`src/rtl/sha256_digest_streamer_if.sv`:
```
`default_nettype none
// ============================================================================
//  Module      : sha256_digest_streamer_if
//  Description : Byte-wide valid/ready stream carrying digest symbols from
//                the digest streamer to a UART / SPI / pin adapter.
//                The master drives byte_out, byte_valid and byte_last.
//                The slave drives byte_ready.
//  Revision    : 1.0  initial release
// ============================================================================
interface sha256_digest_streamer_if;
    logic [7:0] byte_out;
    logic       byte_valid;
    logic       byte_ready;
    logic       byte_last;

    modport master (
        output byte_out,
        output byte_valid,
        output byte_last,
        input  byte_ready
    );

    modport slave (
        input  byte_out,
        input  byte_valid,
        input  byte_last,
        output byte_ready
    );
endinterface
`default_nettype wire

```
`src/rtl/sha256_digest_streamer.sv`:
```
`default_nettype none
// ============================================================================
//  Module      : sha256_digest_streamer
//  Description : Captures the 256-bit SHA-256 digest when digest_valid rises.
//                Streams it most-significant byte first over a valid/ready
//                byte interface.
//                DIGEST_BYTES (1..32) selects how many leading bytes are sent.
//                Optional macro SHA256_STREAM_HEX_EN: when defined, each byte
//                is sent as two lowercase ASCII hex characters, high nibble
//                first. When undefined, raw binary bytes are sent.
//  Revision    : 1.0  initial release
// ============================================================================
module sha256_digest_streamer #(
    parameter int DIGEST_BYTES = 32
) (
    input  wire logic                 clk,
    input  wire logic                 rst,
    input  wire logic [255:0]         digest_in,
    input  wire logic                 digest_valid,
    sha256_digest_streamer_if.master  m_byte,
    output logic                      busy,
    output logic                      overrun
);

    // Number of symbols per digest: one per byte, or two per byte in hex mode.
`ifdef SHA256_STREAM_HEX_EN
    localparam int c_NSYM = 2 * DIGEST_BYTES;
`else
    localparam int c_NSYM = DIGEST_BYTES;
`endif
    localparam logic [6:0] c_LAST = 7'(c_NSYM - 1);

    typedef enum logic [0:0] {
        S_IDLE = 1'b0,
        S_SEND = 1'b1
    } state_t;

    // ------------------------------------------------------------------------
    // State and datapath registers
    // ------------------------------------------------------------------------
    state_t         r_state;
    logic [255:0]   r_shadow;
    logic [6:0]     r_idx;
    logic           r_valid_prev;
    logic           r_overrun;

    state_t         w_state_nxt;
    logic [255:0]   w_shadow_nxt;
    logic [6:0]     w_idx_nxt;
    logic           w_overrun_nxt;

    logic           w_rise;
    logic           w_sending;

    // A digest_valid high on the first cycle after reset also counts as a rise,
    // because r_valid_prev resets to 0.
    assign w_rise    = digest_valid & ~r_valid_prev;
    assign w_sending = (r_state == S_SEND);

    // ------------------------------------------------------------------------
    // Byte selection: byte 0 is shadow[255:248], byte 31 is shadow[7:0]
    // ------------------------------------------------------------------------
    logic [7:0] w_bytes [0:31];
    logic [4:0] w_byte_idx;
    logic [7:0] w_byte;
    logic [7:0] w_sym;

    for (genvar gi = 0; gi < 32; gi++) begin : g_bytes
        assign w_bytes[gi] = r_shadow[255 - 8*gi -: 8];
    end

`ifdef SHA256_STREAM_HEX_EN
    // Two symbols per byte, so byte index is idx/2.
    // The even symbol carries the high nibble.
    logic [3:0] w_nib;

    assign w_byte_idx = r_idx[5:1];
    assign w_byte     = w_bytes[w_byte_idx];
    assign w_nib      = r_idx[0] ? w_byte[3:0] : w_byte[7:4];
    // '0'..'9' = 0x30..0x39, 'a'..'f' = 0x61..0x66 (0x57 + 10 = 0x61)
    assign w_sym      = (w_nib < 4'd10) ? (8'h30 + {4'h0, w_nib})
                                        : (8'h57 + {4'h0, w_nib});
`else
    assign w_byte_idx = r_idx[4:0];
    assign w_byte     = w_bytes[w_byte_idx];
    assign w_sym      = w_byte;
`endif

    // ------------------------------------------------------------------------
    // Outputs. All are derived from registers only.
    // byte_out is forced to zero outside SEND, so that idle and reset both
    // present 0.
    // ------------------------------------------------------------------------
    assign m_byte.byte_valid = w_sending;
    assign m_byte.byte_out   = w_sending ? w_sym : 8'h00;
    assign m_byte.byte_last  = w_sending && (r_idx == c_LAST);
    assign busy              = (r_state != S_IDLE);
    assign overrun           = r_overrun;

    // Next-state and datapath update: capture on rise in IDLE, advance on transfers in SEND
    always_comb begin
        w_state_nxt   = r_state;
        w_shadow_nxt  = r_shadow;
        w_idx_nxt     = r_idx;
        w_overrun_nxt = r_overrun;

        case (r_state)
            S_IDLE: begin
                if (w_rise) begin
                    w_shadow_nxt = digest_in;
                    w_idx_nxt    = 7'd0;
                    w_state_nxt  = S_SEND;
                end
            end

            S_SEND: begin
                // A new digest while streaming is dropped.
                // Only the sticky flag records it.
                if (w_rise) begin
                    w_overrun_nxt = 1'b1;
                end
                if (m_byte.byte_ready) begin
                    if (r_idx == c_LAST) begin
                        w_state_nxt = S_IDLE;
                        w_idx_nxt   = 7'd0;
                    end else begin
                        w_idx_nxt   = r_idx + 7'd1;
                    end
                end
            end

            default: begin
                w_state_nxt = S_IDLE;
            end
        endcase
    end

    // State register with synchronous active-high reset
    always_ff @(posedge clk) begin
        if (rst) begin
            r_state      <= S_IDLE;
            r_shadow     <= '0;
            r_idx        <= 7'd0;
            r_valid_prev <= 1'b0;
            r_overrun    <= 1'b0;
        end else begin
            r_state      <= w_state_nxt;
            r_shadow     <= w_shadow_nxt;
            r_idx        <= w_idx_nxt;
            r_valid_prev <= digest_valid;
            r_overrun    <= w_overrun_nxt;
        end
    end

endmodule
`default_nettype wire

```
`src/flat_wrapper.sv`:
```
// flat-port wrapper written by rule: the top's interface ports become plain ports
module sha256_digest_streamer_flat 
#(
    parameter int DIGEST_BYTES = 32
)
  (clk, rst, digest_in, digest_valid, busy, overrun, m_byte_byte_out, m_byte_byte_valid, m_byte_byte_last, m_byte_byte_ready);
  sha256_digest_streamer_if m_byte_i ();
  input  wire logic clk;
  input  wire logic rst;
  input  wire logic [255:0] digest_in;
  input  wire logic digest_valid;
  output logic busy;
  output logic overrun;
  output wire logic [$bits(m_byte_i.byte_out)-1:0] m_byte_byte_out;
  output wire logic [$bits(m_byte_i.byte_valid)-1:0] m_byte_byte_valid;
  output wire logic [$bits(m_byte_i.byte_last)-1:0] m_byte_byte_last;
  input wire logic [$bits(m_byte_i.byte_ready)-1:0] m_byte_byte_ready;
  assign m_byte_byte_out = m_byte_i.byte_out;
  assign m_byte_byte_valid = m_byte_i.byte_valid;
  assign m_byte_byte_last = m_byte_i.byte_last;
  assign m_byte_i.byte_ready = m_byte_byte_ready;
  sha256_digest_streamer #(.DIGEST_BYTES(DIGEST_BYTES)) u_core (.clk(clk), .rst(rst), .digest_in(digest_in), .digest_valid(digest_valid), .m_byte(m_byte_i), .busy(busy), .overrun(overrun));
endmodule
```
`config.mk`:
```
export PLATFORM = sky130hd
export DESIGN_NAME = sha256_digest_streamer_flat
export DESIGN_NICKNAME = d
export VERILOG_FILES = /design/src/rtl/sha256_digest_streamer_if.sv /design/src/rtl/sha256_digest_streamer.sv /design/src/flat_wrapper.sv
export SDC_FILE = /design/constraint.sdc
export NUM_CORES = 1
export LEC_CHECK = 0
export BUFFER_PORTS_ARGS = -buffer_cell sky130_fd_sc_hd__buf_2
export CAP_MARGIN = 10
export CORE_MARGIN = 2
export CORE_UTILIZATION = 48
export CTS_BUF_LIST = sky130_fd_sc_hd__clkbuf_8 sky130_fd_sc_hd__clkbuf_16
export DETAILED_ROUTE_END_ITERATION = 16
export MAX_ROUTING_LAYER = met4
export PLACE_DENSITY_LB_ADDON = 0.15
export SKIP_LAST_GASP = 1
export SYNTH_ARGS = -nofsm -noshare
export SYNTH_HDL_FRONTEND = slang
export SYNTH_SLANG_ARGS = --single-unit
```
`constraint.sdc`:
```
create_clock -name clk -period 2 [get_ports clk]
set_clock_uncertainty 0.1 [all_clocks]
set_input_delay 0.4 -clock clk [delete_from_list [all_inputs] [get_ports clk]]
set_output_delay 0.4 -clock clk [all_outputs]
set_load 0.01 [all_outputs]
```
---- Yosys cells after proc, flatten, opt, wreduce, memory -nomap -nowiden ----
Cells that the tools add are included.
operators by class
  magnitude comparators ................... 1
  reduce and logical (&&, ||, !) cells .... 4
  eq/ne operators ......................... 3
  bitwise operators ....................... 4
  add/subtract/negate cells ............... 1
  muxes and demuxes ....................... 12
operators by type and width
  kind                                                                     number
  8-bit binary-select mux with 5-bit select                                1
  8-bit 2-to-1 mux                                                         3
  7-bit 2-to-1 mux                                                         3
  7-bit case mux with 2 select lines                                       1
  7-bit by 1-bit adder with 7-bit output, second input constant            1
  7-bit by 5-bit == test with 1-bit output, second input constant          1
  6-bit greater-or-equal comparator, second input constant                 1
  5-bit inverter with 6-bit output                                         1
  2-bit AND reduction                                                      3
  1-bit 2-to-1 mux                                                         3
  2-bit by 1-bit inequality test with 1-bit output, second input constant  1
  2-bit inequality test, second input constant                             1
  1-bit inverter                                                           2
  1-bit case mux with 2 select lines                                       1
  1-bit AND                                                                1
  1-bit logical AND                                                        1
storage, ports and cells
  bits in registers ....................... 266
  input bits .............................. 260

---- Depth between registers and ports, before layout ----
Gate-level depths: netlist of run 1.
  depth in word-level cells ............... 5
  gate-level depth with buffers ........... 7
  depth with buffers taken out ............ 5

---- Least setup slack after synthesis of run 1 ----
No wires, ideal clock.
  kind .................................... reg2out
  start ................................... register u_core.r_idx[0]
  end ..................................... output m_byte_byte_out[6]
  arrival time ............................ 1.599 ns
  stages on the path, launching flop included .. 7
  setup slack ............................. -0.099 ns
  cell sequence ........................... dfxtp_1 buf_6 buf_12 mux4_2 or4_1 o221ai_1 nor3_1
between the ends
  longest elaborated chain between the ends .. 5
RTL lines
  element                                                 line                           RTL
  from (decl)                                             sha256_digest_streamer.sv:43   logic [6:0] r_idx;
  from (signal assigned)                                  sha256_digest_streamer.sv:149  r_idx <= w_idx_nxt;
  5-bit inverter with 6-bit output (implied by the code)  sha256_digest_streamer.sv:85   assign w_byte = w_bytes[w_byte_idx];
  8-bit binary-select mux with 5-bit select               sha256_digest_streamer.sv:85
  8-bit 2-to-1 mux (implied by the code) (2 in series)    sha256_digest_streamer.sv:85
  8-bit 2-to-1 mux                                        sha256_digest_streamer.sv:95   assign m_byte.byte_out = w_sending ? w_sym : 8'h00;
  to (decl)                                               flat_wrapper.sv:14             output wire logic [$bits(m_byte_i.byte_out)-1:0] m_byte_byte_out;
Every way passes these cells. The select of a mux whose other input is x is not followed.

---- Final worst setup path of run 1 ----
  start ................................... register u_core.r_idx[0]
  end ..................................... output m_byte_byte_out[7]
The elaborated chain is that of the path after synthesis.

==> results of run 1 <==
-- registers in the layout, summed over array words and instances, names as in the netlist --
signal	cells
u_core.r_valid_prev	1
u_core.r_shadow	256
u_core.overrun	1
u_core.r_idx	7
u_core.busy	1
-- where the power goes --
group	internal, mW	switching, mW	leakage (nW)
clock	2.70	2.02	0.432
combinational	0.714	0.765	3.08
sequential	5.60	0.212	2.18
-- area by class of cell --
cell class	instances	area (sq um)
Clock buffer	31	731
Clock inverter	13	85.1
Fill cell	2099	8820
Multi-Input combinational cell	937	5530
Sequential cell	266	5330
Tap cell	319	399
Timing Repair Buffer	351	2360
-- layout by cell type (no fill, tap or decap), types with 2 or more instances in the layout --
master | Yosys | routed
sky130_fd_sc_hd__a211oi_1 | 2 | 2
sky130_fd_sc_hd__a21oi_1 | 262 | 262
sky130_fd_sc_hd__a221oi_1 | 7 | 3
sky130_fd_sc_hd__a221oi_2 | 0 | 4
sky130_fd_sc_hd__a31oi_1 | 2 | 2
sky130_fd_sc_hd__and3_4 | 0 | 2
sky130_fd_sc_hd__buf_12 | 1 | 21
sky130_fd_sc_hd__buf_2 | 32 | 268
sky130_fd_sc_hd__buf_4 | 5 | 44
sky130_fd_sc_hd__buf_6 | 4 | 9
sky130_fd_sc_hd__clkbuf_16 | 0 | 31
sky130_fd_sc_hd__clkbuf_8 | 0 | 5
sky130_fd_sc_hd__dfxtp_1 | 266 | 264
sky130_fd_sc_hd__dfxtp_4 | 0 | 2
sky130_fd_sc_hd__dlygate4sd3_1 | 0 | 3
sky130_fd_sc_hd__inv_1 | 0 | 9
sky130_fd_sc_hd__mux2i_1 | 7 | 6
sky130_fd_sc_hd__mux4_1 | 4 | 2
sky130_fd_sc_hd__mux4_2 | 60 | 62
sky130_fd_sc_hd__nand2_1 | 518 | 518
sky130_fd_sc_hd__nand2b_1 | 4 | 4
sky130_fd_sc_hd__nand3_1 | 6 | 6
sky130_fd_sc_hd__nand3b_1 | 3 | 3
sky130_fd_sc_hd__nor2_1 | 8 | 8
sky130_fd_sc_hd__nor2b_1 | 2 | 2
sky130_fd_sc_hd__nor3b_2 | 0 | 3
sky130_fd_sc_hd__o21ai_0 | 10 | 3
sky130_fd_sc_hd__o21ai_1 | 0 | 3
sky130_fd_sc_hd__o21ai_2 | 0 | 4
sky130_fd_sc_hd__o221a_2 | 7 | 5
sky130_fd_sc_hd__o221a_4 | 0 | 2
sky130_fd_sc_hd__o221ai_2 | 0 | 2
sky130_fd_sc_hd__o22a_1 | 8 | 7
sky130_fd_sc_hd__o22ai_1 | 7 | 4
sky130_fd_sc_hd__o22ai_2 | 0 | 3
sky130_fd_sc_hd__or4_4 | 0 | 2
-- final timing paths --
path | from | end | slack (ps)
max reg2reg | u_core.r_idx[0]$_SDFFE_PP0P_ | u_core.r_idx[5]$_SDFFE_PP0P_ | -10
min reg2reg | u_core.r_shadow[131]$_SDFFE_PP0P_ | u_core.r_shadow[131]$_SDFFE_PP0P_ | 350
max | u_core.r_idx[0]$_SDFFE_PP0P_ | m_byte_byte_out[7] | -970
min | digest_in[195] | u_core.r_shadow[195]$_SDFFE_PP0P_ | 10
-- cell families (layout without fill, tap and decap cells) --
logic type | Yosys count | in the layout | share of synthesized area, %
multiplexers | 71 | 71 | 13.6
adder cells (fa/ha/maj) | 1 | 1 | 0.111
buffers and inverters | 113 | 395 | 4.71
AO/OA/AOI/OAI | 310 | 310 | 15.0
flip-flops | 266 | 266 | 47.4
AND/OR/NAND/NOR | 555 | 555 | 19.2
-- layer usage --
layer  track usage [%]  share of wire [%]
met1              35.9                 43
met2              45.0                 49
met3              3.94                6.9
met4              5.45                1.8
met5                 -                  0
-- timing repair --
action | CTS | global route
pin swaps | 3 | 6
hold buffers | 3 | 0
buffers inserted | 6 | 12
gates resized for setup | 8 | 46
cloned | 0 | 4
setup endpoints to repair | 9 | 13
hold endpoints to repair | 3 | 0
-- worst register-to-register path, cell delays in order (launching register included) --
cell and delay, ps:
sky130_fd_sc_hd__dfxtp_4 370, sky130_fd_sc_hd__buf_12 140, sky130_fd_sc_hd__buf_6 110, sky130_fd_sc_hd__buf_6 110, sky130_fd_sc_hd__ha_4 150, sky130_fd_sc_hd__and4_4 150
sky130_fd_sc_hd__buf_6 110, sky130_fd_sc_hd__and2_4 140, sky130_fd_sc_hd__or4_4 400, sky130_fd_sc_hd__a31oi_1 160
==> summary.md, run 1 <==
For the I/O pin total, the log shows 272. Buffer type at the clock tree root: sky130_fd_sc_hd__clkbuf_16. The detailed router finished its first iteration with 879 violations. The core region is 23300 sq um.

The total inserted antenna cells is 0, and the number of buffers on the longest clock path is 3. The via count of the first global-routing pass is 9628. Input and output buffers added on the ports amount to 271.

TritonCTS built the clock tree. In this run the power density over the cells is 831 nW/um^2. For this design the static power due to leakage is 5.69 nW. The commonest cells after synthesis are sky130_fd_sc_hd__nand2_1 (518), sky130_fd_sc_hd__dfxtp_1 (266), sky130_fd_sc_hd__a21oi_1 (262).

The logs give 0 for the number of nets with antenna violations after detailed routing and 1 for the H-tree depth reported by CTS. The area of the die is 24700 sq um, and the routed wire length per instance is 17.8 um. The final reports fail on setup timing. In this run the horizontal extent of the chip is 157 um.

The net count of the finished layout is 1844. The run gives 62.1% as the utilization after layout. The clock slew at the register clock pins of the worst setup and hold paths works out to 70 ps. The row count is 56, and the share of the clock period used by the worst path after layout is 149%.

Counting I/O delays and the setup requirement, the final critical path takes 2970 ps. Yosys attributes the largest share of cell area to sky130_fd_sc_hd__dfxtp_1 (47%), sky130_fd_sc_hd__nand2_1 (17%), sky130_fd_sc_hd__mux4_2 (12%). Once layout is done, the placed cells without fillers occupy 14400 sq um. The run gives 0 as the number of hold-slack violations in the final timing report. IR analysis of the VDD net gives a maximum drop of 0.526 mV. The global router's overall resource usage is 27.2%. Summing the sequential cell areas from Yosys gives 47.4% of the chip area. The routed design has 34.0 mm of wire.

The post-detailed-route via-to-cell ratio is 5.39, and the highest attainable clock frequency is 336 MHz. The netlist uses 37 different library cells. Worst max-slew margin expressed relative to the limit: 53.2%. The number of nets in the synthesized netlist is 1577.

The logs give 48.3% for the initial core utilization and 50.5 mm for the first-pass GRT wire length. In this design, the stage delay of the slowest critical-path cell is 500 ps. The gate count after technology mapping came out at 1316.

The filler-free cell count of the finished design came out at 1917. Setup repair after global routing could not meet its margin everywhere. The proportion of layout cells with a drive suffix above 1 is 30.1%, and the count of endpoints failing setup in the final report is 10. Sink count of the clock tree: 266.

Walking the worst path, the cells encountered are buf_12 > buf_6 > clkbuf_16 > mux4_2 > o22ai_1 > a221oi_2 > buf_2. For this block, the via count after detailed routing is 10300. Counting flops and latches in the post-synthesis netlist gives 266. Total of warnings raised by yosys: 0. Prior to clock tree synthesis, the placed netlist has a worst setup slack of -432 ps. Among cell families on the critical path, the largest total delay comes from buffers and inverters. The critical path is of the flop to output port type. Entering global routing, the biggest net connects 97 pins. The design draws 12.0 mW. The tools report the weighted congestion at the end of routability-driven global placement as 0.912. The capturing element type of the critical path was an output port.

Hold is met by 10.1 ps. The worst hold path was traced through 3 stages. The run finished, with violations left. The tools report the startpoint type of the worst setup path as a flop.

The run gives 0 as the detailed-route DRC error count. Of all nets on the critical path, the largest fanout is 6. Counting cells, the worst reg-to-reg path comes to 9. The chip height works out to 157 um. In the post-synthesis netlist, the cell with the most instances is sky130_fd_sc_hd__nand2_1.

Summed over all nets, the half-perimeter wirelength after detailed placement is 24.8 mm. Across the run, the number of max-cap violations was 0. The synthesized cell area was 11200 sq um.

Critical path's slowest cell: sky130_fd_sc_hd__mux4_2. The min-delay analysis places its worst path in the category input pin to flop. Among all flip-flop cells after synthesis, the most frequent one is sky130_fd_sc_hd__dfxtp_1. The initial antenna violation count came out at 0.

In this run the biggest area consumer among cell types represents 47.4% of the synthesized area. The first-pass iteration count of the detailed router was 5. The biggest area contributor in the post-synthesis netlist is sky130_fd_sc_hd__dfxtp_1. Counting both buffers and inverters, the worst setup path holds a total of 4.

Dividing the synthesized area by the synthesized cell count gives 8.54 sq um. Adding up every negative setup slack in the final design gives -7840 ps. Once placement completed, the tool counted placed cells totaling 1849. Final max-slew violation count: 0.

Critical path required time: 1500 ps. For this run the aggregate overflow at the end of global routing stands at 0. Once placement finished, the instance area stood at 13100 sq um.

The share of async-settable or async-resettable flops after synthesis is 0%, and the final setup slack of the worst path is -974 ps. The measured slew at the worst slew-check pin was 699 ps; the signal arrival time at the worst endpoint was 2470 ps. The number of synthesized flops with an enable pin is 0, and the relative area change from synthesis to final layout is 28.5%. Number of gates on the worst path with buffers counted: 7.

The tools report the clock latency of the later-clocked register in the worst-skew pair as 530 ps. Counting the buffers created by CTS gives 27.
Note: power is estimated with default switching activity, not from simulation.
==> run 2, diff against run 1 <==
--- a/config.mk
+++ b/config.mk
@@ -8,11 +8,13 @@
 export BUFFER_PORTS_ARGS = -buffer_cell sky130_fd_sc_hd__buf_2
 export CAP_MARGIN = 10
 export CORE_MARGIN = 2
-export CORE_UTILIZATION = 48
+export CORE_UTILIZATION = 50
 export CTS_BUF_LIST = sky130_fd_sc_hd__clkbuf_8 sky130_fd_sc_hd__clkbuf_16
 export DETAILED_ROUTE_END_ITERATION = 16
+export GPL_ROUTABILITY_DRIVEN = 0
 export MAX_ROUTING_LAYER = met4
 export PLACE_DENSITY_LB_ADDON = 0.15
+export RECOVER_POWER = 25
 export SKIP_LAST_GASP = 1
 export SYNTH_ARGS = -nofsm -noshare
 export SYNTH_HDL_FRONTEND = slang
==> constraint.sdc (replaced) <==
create_clock -name clk -period 3 [get_ports clk]
set_clock_uncertainty 0.1 [all_clocks]
set_input_delay 0.6 -clock clk [delete_from_list [all_inputs] [get_ports clk]]
set_output_delay 0.6 -clock clk [all_outputs]
set_load 0.01 [all_outputs]
==> summary.md, run 2 (synthesized netlist as in run 1, its figures left out) <==
The flow ran to the end, but the final reports show violations. The checks that failed: capacitance limit, slew limit, setup timing. The measured slew at the worst slew-check pin was 1590 ps (+893 ps). The tree is rooted in a sky130_fd_sc_hd__clkbuf_16. The largest registers in the layout are u_core.r_shadow x256, u_core.r_idx x7. The internal portion of total power is 6.08 mW (-33%), and the met3 layer wire length in the routed design is 2.26 mm (-3.6%). The HPWL after detailed placement is 23.4 mm (-5.4%). The library cell used most frequently in the layout, excluding fill and tap cells, is sky130_fd_sc_hd__nand2_1. The run gives 2380 ps (-90 ps) as the signal arrival time at the worst endpoint. The number of clock buffers inserted by TritonCTS is 26 (-3.7%).

Post-detailed-route via-to-cell ratio: 5.49 (+1.9%). The sink count of the clock tree came out at 266 (unchanged). The power spent charging and discharging nets was 1.97 mW (-34%); the global router's overall resource usage was 27.7% (+0.55 points). The share of total power in combinational logic was 11.3% (-1.0 points); the total of max-cap violations was 1 (+1). The final-layout fill cell count was 1909 (-9.1%). The share of the clock period used by the worst path after layout was 103%.

The critical path is of the flop to output port type. The number of buffers on the longest clock path was 3 (unchanged). The first-pass GRT wire length is 50.9 mm (+0.67%). In the layout the commonest cells are sky130_fd_sc_hd__nand2_1 (518), sky130_fd_sc_hd__buf_2 (269), sky130_fd_sc_hd__dfxtp_1 (263). From synthesis to final layout, the design area changed by 23.1%.

The sum of overflow across all layers after global routing is 0 (unchanged), and the number of flip-flops under the largest register name is 256 (unchanged). The largest net degree at the start of global routing was 102 (+5.2%); the maximum VDD drop was 0.346 mV (-34%). The chip height came out at 154 um (-2.0%). Vias after detailed routing: 10100 (-2.5%). The power per cell area was 582 nW/um^2 (-30%). STA classifies the critical path endpoint as an output port. The clock latency of the later-clocked register in the worst-skew pair was 530 ps (about the same); the static leakage was 5.40 nW (-5.1%).

The run gives 1 (unchanged) as the H-tree depth reported by CTS. Total inserted antenna cells: 0 (unchanged). The worst setup path is launched from a flop. For the overall power of the completed layout, the log shows 8.05 mW (-33%).

The row count is 54 (-3.6%). The worst max-slew margin expressed relative to the limit was -6.15% (-59 points); the proportion of layout cells with a drive suffix above 1 was 28.1% (-2.0 points). Top routing layer in use: met4. The logs give 0 (unchanged) for the initial antenna violation count and 728 (-17%) for the number of design-rule violations left by the first detailed-router iteration. The logs give 204 ps (+194 ps) for the worst hold-check slack and -81.1 ps (+893 ps) for the final setup slack of the worst path. The largest fanout on the critical path was 5 (-1); the routed wire length per instance was 17.9 um (+0.95%). The met2 layer wire length in the routed design is 15.7 mm (-5.7%). The run gives 227 ps (+659 ps) as the worst slack at placement.

Setup repair after global routing could not meet its margin everywhere. The logs give 22000 sq um (-5.6%) for the placeable core region and 1798 (-2.5%) for the number of nets in the layout. The width of the chip came out at 154 um (-2.0%). First-pass iteration count of the detailed router: 5 (unchanged). The clock group share of total power was 40.6% (+1.3 points).

The logs give 23700 sq um (-3.9%) for the area of the die and 0 (unchanged) for the number of hold-slack violations in the final timing report. The number of instances in the placed design was 1780 (-3.7%); the number of hold buffers added after cts was 0 (-3). Number of I/O port buffers: 271 (unchanged). TritonCTS built the clock tree.

The worst hold path belongs to the class input pin to flop. The initial core utilization is 51.2% (+2.9 points), and the clock slew at the register clock pins of the worst setup and hold paths is 70 ps (about the same). The detailed-route DRC error count came out at 0 (unchanged). The count of endpoints failing setup in the final report is 8 (-2).

The smallest clock period supported by the final layout is computed as 3080 ps. The final max-slew violation count is 78 (+78), and the wire length on met1 is 14.2 mm (-1.9%). The run gives 2300 ps (+800 ps) as the critical path required time. The proportion of total power due to net switching was 24.5% (-0.49 points). The via count of the first global-routing pass came out at 9574 (-0.56%). The I/O pin total was 272 (unchanged). For the number of nets with antenna violations after detailed routing, the log shows 0 (unchanged). The run gives 48.1% (-0.3 points) as the sequential fraction of design power. For the filler-free cell count of the finished design, the log shows 1834 (-4.3%). The tools report the routed wire length as 32.9 mm (-3.4%). Register with the highest flop count: u_core.r_shadow. The run gives -519 ps (+7320 ps) as the final setup TNS. Timing would allow up to 325 MHz.
run 2: final timing paths:
check | start | to | slack (ps) | depth (start not counted)
worst max-delay path | u_core.r_idx[0]$_SDFFE_PP0P_ | m_byte_byte_out[2] | -80 | 7
worst min-delay path | digest_in[39] | u_core.r_shadow[39]$_SDFFE_PP0P_ | 200 | 3
worst max register to register | u_core.busy$_SDFF_PP0_ | u_core.r_idx[6]$_SDFFE_PP0P_ | 150 | 5
worst min register to register | u_core.r_shadow[227]$_SDFFE_PP0P_ | u_core.r_shadow[227]$_SDFFE_PP0P_ | 350 | 2
run 2: metrics by stage:
stage / util, % / instance area, sq um
2_1_floorplan: - / 11200
3_3_place_gp: 58.0 / 12700
3_5_place_dp: 58.0 / 12700
4_1_cts: 62.8 / 13800
5_1_grt: 63.0 / 13800
6_report: 63.0 / 13800
run 2: timing repair:
item / CTS / global route
pin swaps: 7 / 11
setup buffers: 7 / 0
gates cloned: 2 / 0
resized for setup: 27 / 24
endpoints found under the setup margin: 8 / 8
run 2: power groups by stage:
stage / combinational, mW / clock (mW) / sequential, mW
final: 0.911 / 3.27 / 3.87
after detailed placement: 0.871 / 0 / 3.94
after global placement: 0.857 / 0 / 3.94
after CTS: 0.907 / 3.30 / 3.86
after global routing: 1.01 / 3.46 / 3.88
after floorplan: 0.568 / 0 / 3.87
run 2: worst max-delay path, cell delays in order (launching register included):
cell                       delay (ps)
sky130_fd_sc_hd__dfxtp_4          390
sky130_fd_sc_hd__buf_8            140
sky130_fd_sc_hd__buf_6            120
sky130_fd_sc_hd__mux4_2           490
sky130_fd_sc_hd__o22a_1           250
sky130_fd_sc_hd__o21ai_4          220
sky130_fd_sc_hd__a221oi_2          70
sky130_fd_sc_hd__buf_2            170
run 2: layout make-up:
type / count / area, sq um / share of cell area [%]
Clock buffer: 33 / 758 / 5.48
Timing Repair Buffer: 306 / 1800 / 13.0
Clock inverter: 12 / 100 / 0.723
Tap cell: 280 / 350 / 2.53
Multi-Input combinational cell: 937 / 5490 / 39.7
Sequential cell: 266 / 5330 / 38.6
run 2: metal layers:
layer / track usage, % / vias to the layer above
met1: 38.0 / 4699
met4: 6.59 / 0
met3: 3.95 / 53
met5: - / -
met2: 43.9 / 387
li1: - / 4932
==> run 3, diff against run 2 <==
--- a/config.mk
+++ b/config.mk
@@ -5,6 +5,7 @@
 export SDC_FILE = /design/constraint.sdc
 export NUM_CORES = 1
 export LEC_CHECK = 0
+export ABC_AREA = 1
 export BUFFER_PORTS_ARGS = -buffer_cell sky130_fd_sc_hd__buf_2
 export CAP_MARGIN = 10
 export CORE_MARGIN = 2
==> constraint.sdc (replaced) <==
create_clock -name clk -period 3.6 [get_ports clk]
set_clock_uncertainty 0.1 [all_clocks]
set_input_delay 0.72 -clock clk [delete_from_list [all_inputs] [get_ports clk]]
set_output_delay 0.72 -clock clk [all_outputs]
set_load 0.01 [all_outputs]
==> summary.md, run 3 <==
The most utilized layer in the global route result is met2. The signal on the critical path passes through inv_4 > buf_12 > nand2_1 > nand2_1 > nand2_1 > nand2_1 > nor2_1 > nand2_1 > nand3_1 > a21oi_1 > buf_2. The first-pass iteration count of the detailed router is 7 (+2). The worst slack at placement is 887 ps (+659 ps).

The routed wire length is 37.3 mm (+13%). The width of the chip was 160 um (+4.1%); the critical path required time was 2780 ps (+480 ps). The logs give 57 (+5.6%) for the row count and 0 (unchanged) for the number of hold-slack violations in the final timing report. The number of synthesized register bits is 266 (unchanged).

H-tree depth reported by CTS: 1 (unchanged). The run gives 0 ps (+519 ps) as the final setup TNS. The cell type with the highest occurrence count on the critical path was sky130_fd_sc_hd__nand2_1. The run gives 14300 sq um (+3.6%) as the post-route standard cell area excluding fillers.

The number of flip-flops under the largest register name came out at 256 (unchanged). The signal arrival time at the worst endpoint is 2490 ps (+110 ps). The final setup slack of the worst path was 290 ps (+371 ps); the number of synthesized flops with an enable pin was 0 (unchanged). u_core.r_shadow holds more flip-flops than any other register. The critical path's largest stage delay came out at 370 ps (-120 ps).

The capturing element type of the critical path was an output port. Global router's overall resource usage: 28.9% (+1.2 points). The overall power of the completed layout is 7.02 mW (-13%). The largest area contributor in the netlist is sky130_fd_sc_hd__dfxtp_1. The routed wire length per instance came out at 16.3 um (-9.2%). The buffer type at the clock tree root was sky130_fd_sc_hd__clkbuf_16. The number of hold buffers added after cts is 0 (unchanged). The largest net degree at the start of global routing was 109 (+6.9%). The tools report the number of clock buffers inserted by TritonCTS as 28 (+7.7%).

The most used flip-flop cell after synthesis is sky130_fd_sc_hd__dfxtp_1. The chip height is 160 um (+4.1%). Total of max-cap violations: 2 (+1). The reg-to-reg setup timing slack is 490 ps (+340 ps). Leaving out fill and tap cells, the most frequent cell in the layout is sky130_fd_sc_hd__nand2_1.

Type of the worst setup path: flop to output port. By area the synthesized netlist is led by sky130_fd_sc_hd__dfxtp_1 (44%), sky130_fd_sc_hd__nand2_1 (17%), sky130_fd_sc_hd__nand3_1 (14%). Number of nets with antenna violations after detailed routing: 0 (unchanged). The final reports fail on capacitance limit, slew limit. The run gives 0 (-100%) as the count of cells resized by post-cts repair. By count the netlist is led by sky130_fd_sc_hd__nand2_1 (548), sky130_fd_sc_hd__nand3_1 (334), sky130_fd_sc_hd__a21oi_1 (318). The tools report the detailed-route DRC error count as 0 (unchanged). The number of I/O port buffers works out to 271 (unchanged). The first-pass GRT wire length is 58.8 mm (+16%), and the sum of overflow across all layers after global routing is 0 (unchanged).

Sink count of the clock tree: 266 (unchanged). In the layout the commonest cells are sky130_fd_sc_hd__nand2_1 (548), sky130_fd_sc_hd__nand3_1 (334), sky130_fd_sc_hd__a21oi_1 (318). The proportion of layout cells with a drive suffix above 1 came out at 17.6% (-11 points). The measured slew at the worst slew-check pin works out to 2250 ps (+663 ps).

Share of the synthesized area in the top cell type: 43.6% (-3.7 points). The run gives 5.68 nW (+5.3%) as the static leakage. For the number of distinct library cell variants in the gate-level netlist after synthesis, the log shows 26 (-30%). The number of nets in the layout was 2206 (+23%). The run gives 43.6% (-3.7 points) as the part of the Yosys area used for sequential elements. The run finished, with violations left.

The initial antenna violation count is 1 (+1), and the highest attainable clock frequency is 302 MHz. The logs give 12200 sq um (+8.5%) for the synthesized cell area and 13500 sq um (+5.6%) for the placed cell area. Placeable core region: 24100 sq um (+9.8%). The final max-slew violation count was 152 (+95%).

For the initial core utilization, the log shows 50.6% (-0.57 points). The worst max-slew margin expressed relative to the limit was -50.3% (-44 points); the post-CTS setup buffer count was 0 (-7). The slowest stage of the critical path is the sky130_fd_sc_hd__dfxtp_4 cell.

Setup repair after global routing left no endpoint under its margin. The run gives 272 (unchanged) as the I/O pin total. In this run the worst hold path is classified as input pin to flop. For the count of endpoints failing setup in the final report, the log shows 0 (-8). Dividing the final minimum period by the clock period gives 91.9%. The synthesized area per cell was 6.85 sq um (-20%); the number of buffers on the longest clock path was 3 (unchanged).

For the maximum VDD drop, the log shows 0.311 mV (-10%). The run gives 40.1% (+2.1 points) as the met1 layer usage reported by global route. The post-detailed-route via-to-cell ratio came out at 5.47 (-0.43%). Minimum clock period after layout: 3310 ps. The number of design-rule violations left by the first detailed-router iteration is 1260 (+73%). Clock latency of the later-clocked register in the worst-skew pair: 540 ps (about the same). The largest registers in the layout are u_core.r_shadow x256, u_core.r_idx x7. The worst hold-check slack was 332 ps (+128 ps).

Library cell with the highest instance count after synthesis: sky130_fd_sc_hd__nand2_1. The via count of the first global-routing pass is 11300 (+18%). The global-route met2 utilization is 44.3% (+0.45 points), and the clock slew at the register clock pins of the worst setup and hold paths is 60 ps (about the same). The tools report the global routing usage on met3 as 3.56% (-0.39 points).

The vias after detailed routing was 12500 (+24%). Gate count after technology mapping: 1781 (+35%). TritonCTS built the clock tree. The net count after synthesis was 2042 (+29%). The share of async-settable or async-resettable flops after synthesis is 0% (unchanged).

Startpoint type of the worst setup path: a flop. The area of the die was 25700 sq um (+8.3%); the relative area change from synthesis to final layout was 17.4%. Largest fanout on the critical path: 42 (+37). Power per cell area: 490 nW/um^2 (-16%). For the HPWL after detailed placement, the log shows 25.4 mm (+8.5%). The total of warnings raised by yosys came out at 0 (unchanged).
run 3: cell families after synthesis:
kind of cell,count (synthesis),synth area share (%)
fa+ha+maj,1,0.103
flops,266,43.6
compound gates,390,16.1
simple gates,918,31.9
buf+inv,206,8.24
run 3: final cells by class:
class	instances	area, sq um
Antenna cell	1	2.50
Inverter	47	184
Clock inverter	18	163
Multi-Input combinational cell	1309	5870
Clock buffer	33	781
Timing Repair Buffer	293	1590
Fill cell	2419	9780
Sequential cell	266	5330
Tap cell	324	405
run 3: critical path, delay by kind of cell (launching register included):
kind	cells	cell delay [ps]
and+or+nand+nor	7	550
DFF	1	370
AOI/OAI and AO/OA	1	290
buffers and inverters	3	720
run 3: routing by layer:
layer | vias to the layer above | part of all wire (%)
met4 | 0 | 3.0
met1 | 5703 | 45
met5 | - | 0
li1 | 6253 | -
met3 | 60 | 7.3
met2 | 510 | 44
run 3: final timing paths:
| check | start | to | depth (start not counted) |
|---|---|---|---|
| max | u_core.r_idx[0]$_SDFFE_PP0P_ | m_byte_byte_out[6] | 11 |
| min | digest_valid | u_core.r_valid_prev$_SDFF_PP0_ | 3 |
| max reg2reg | u_core.busy$_SDFF_PP0_ | u_core.r_shadow[249]$_SDFFE_PP0P_ | 5 |
| min reg2reg | u_core.r_shadow[249]$_SDFFE_PP0P_ | u_core.r_shadow[249]$_SDFFE_PP0P_ | 2 |
run 3: where the power goes:
part / internal, mW / total (mW) / switching [mW]
combinational: 0.313 / 0.863 / 0.550
sequential: 3.12 / 3.21 / 0.0925
clock: 1.75 / 2.95 / 1.20
run 3: metrics by stage:
stage               util (%)  std cells
floorplan                  -       1781
global placement        55.8       2239
detailed placement      55.8       2239
CTS                     59.7       2290
global route            59.4       2291
finish                  59.4       2291
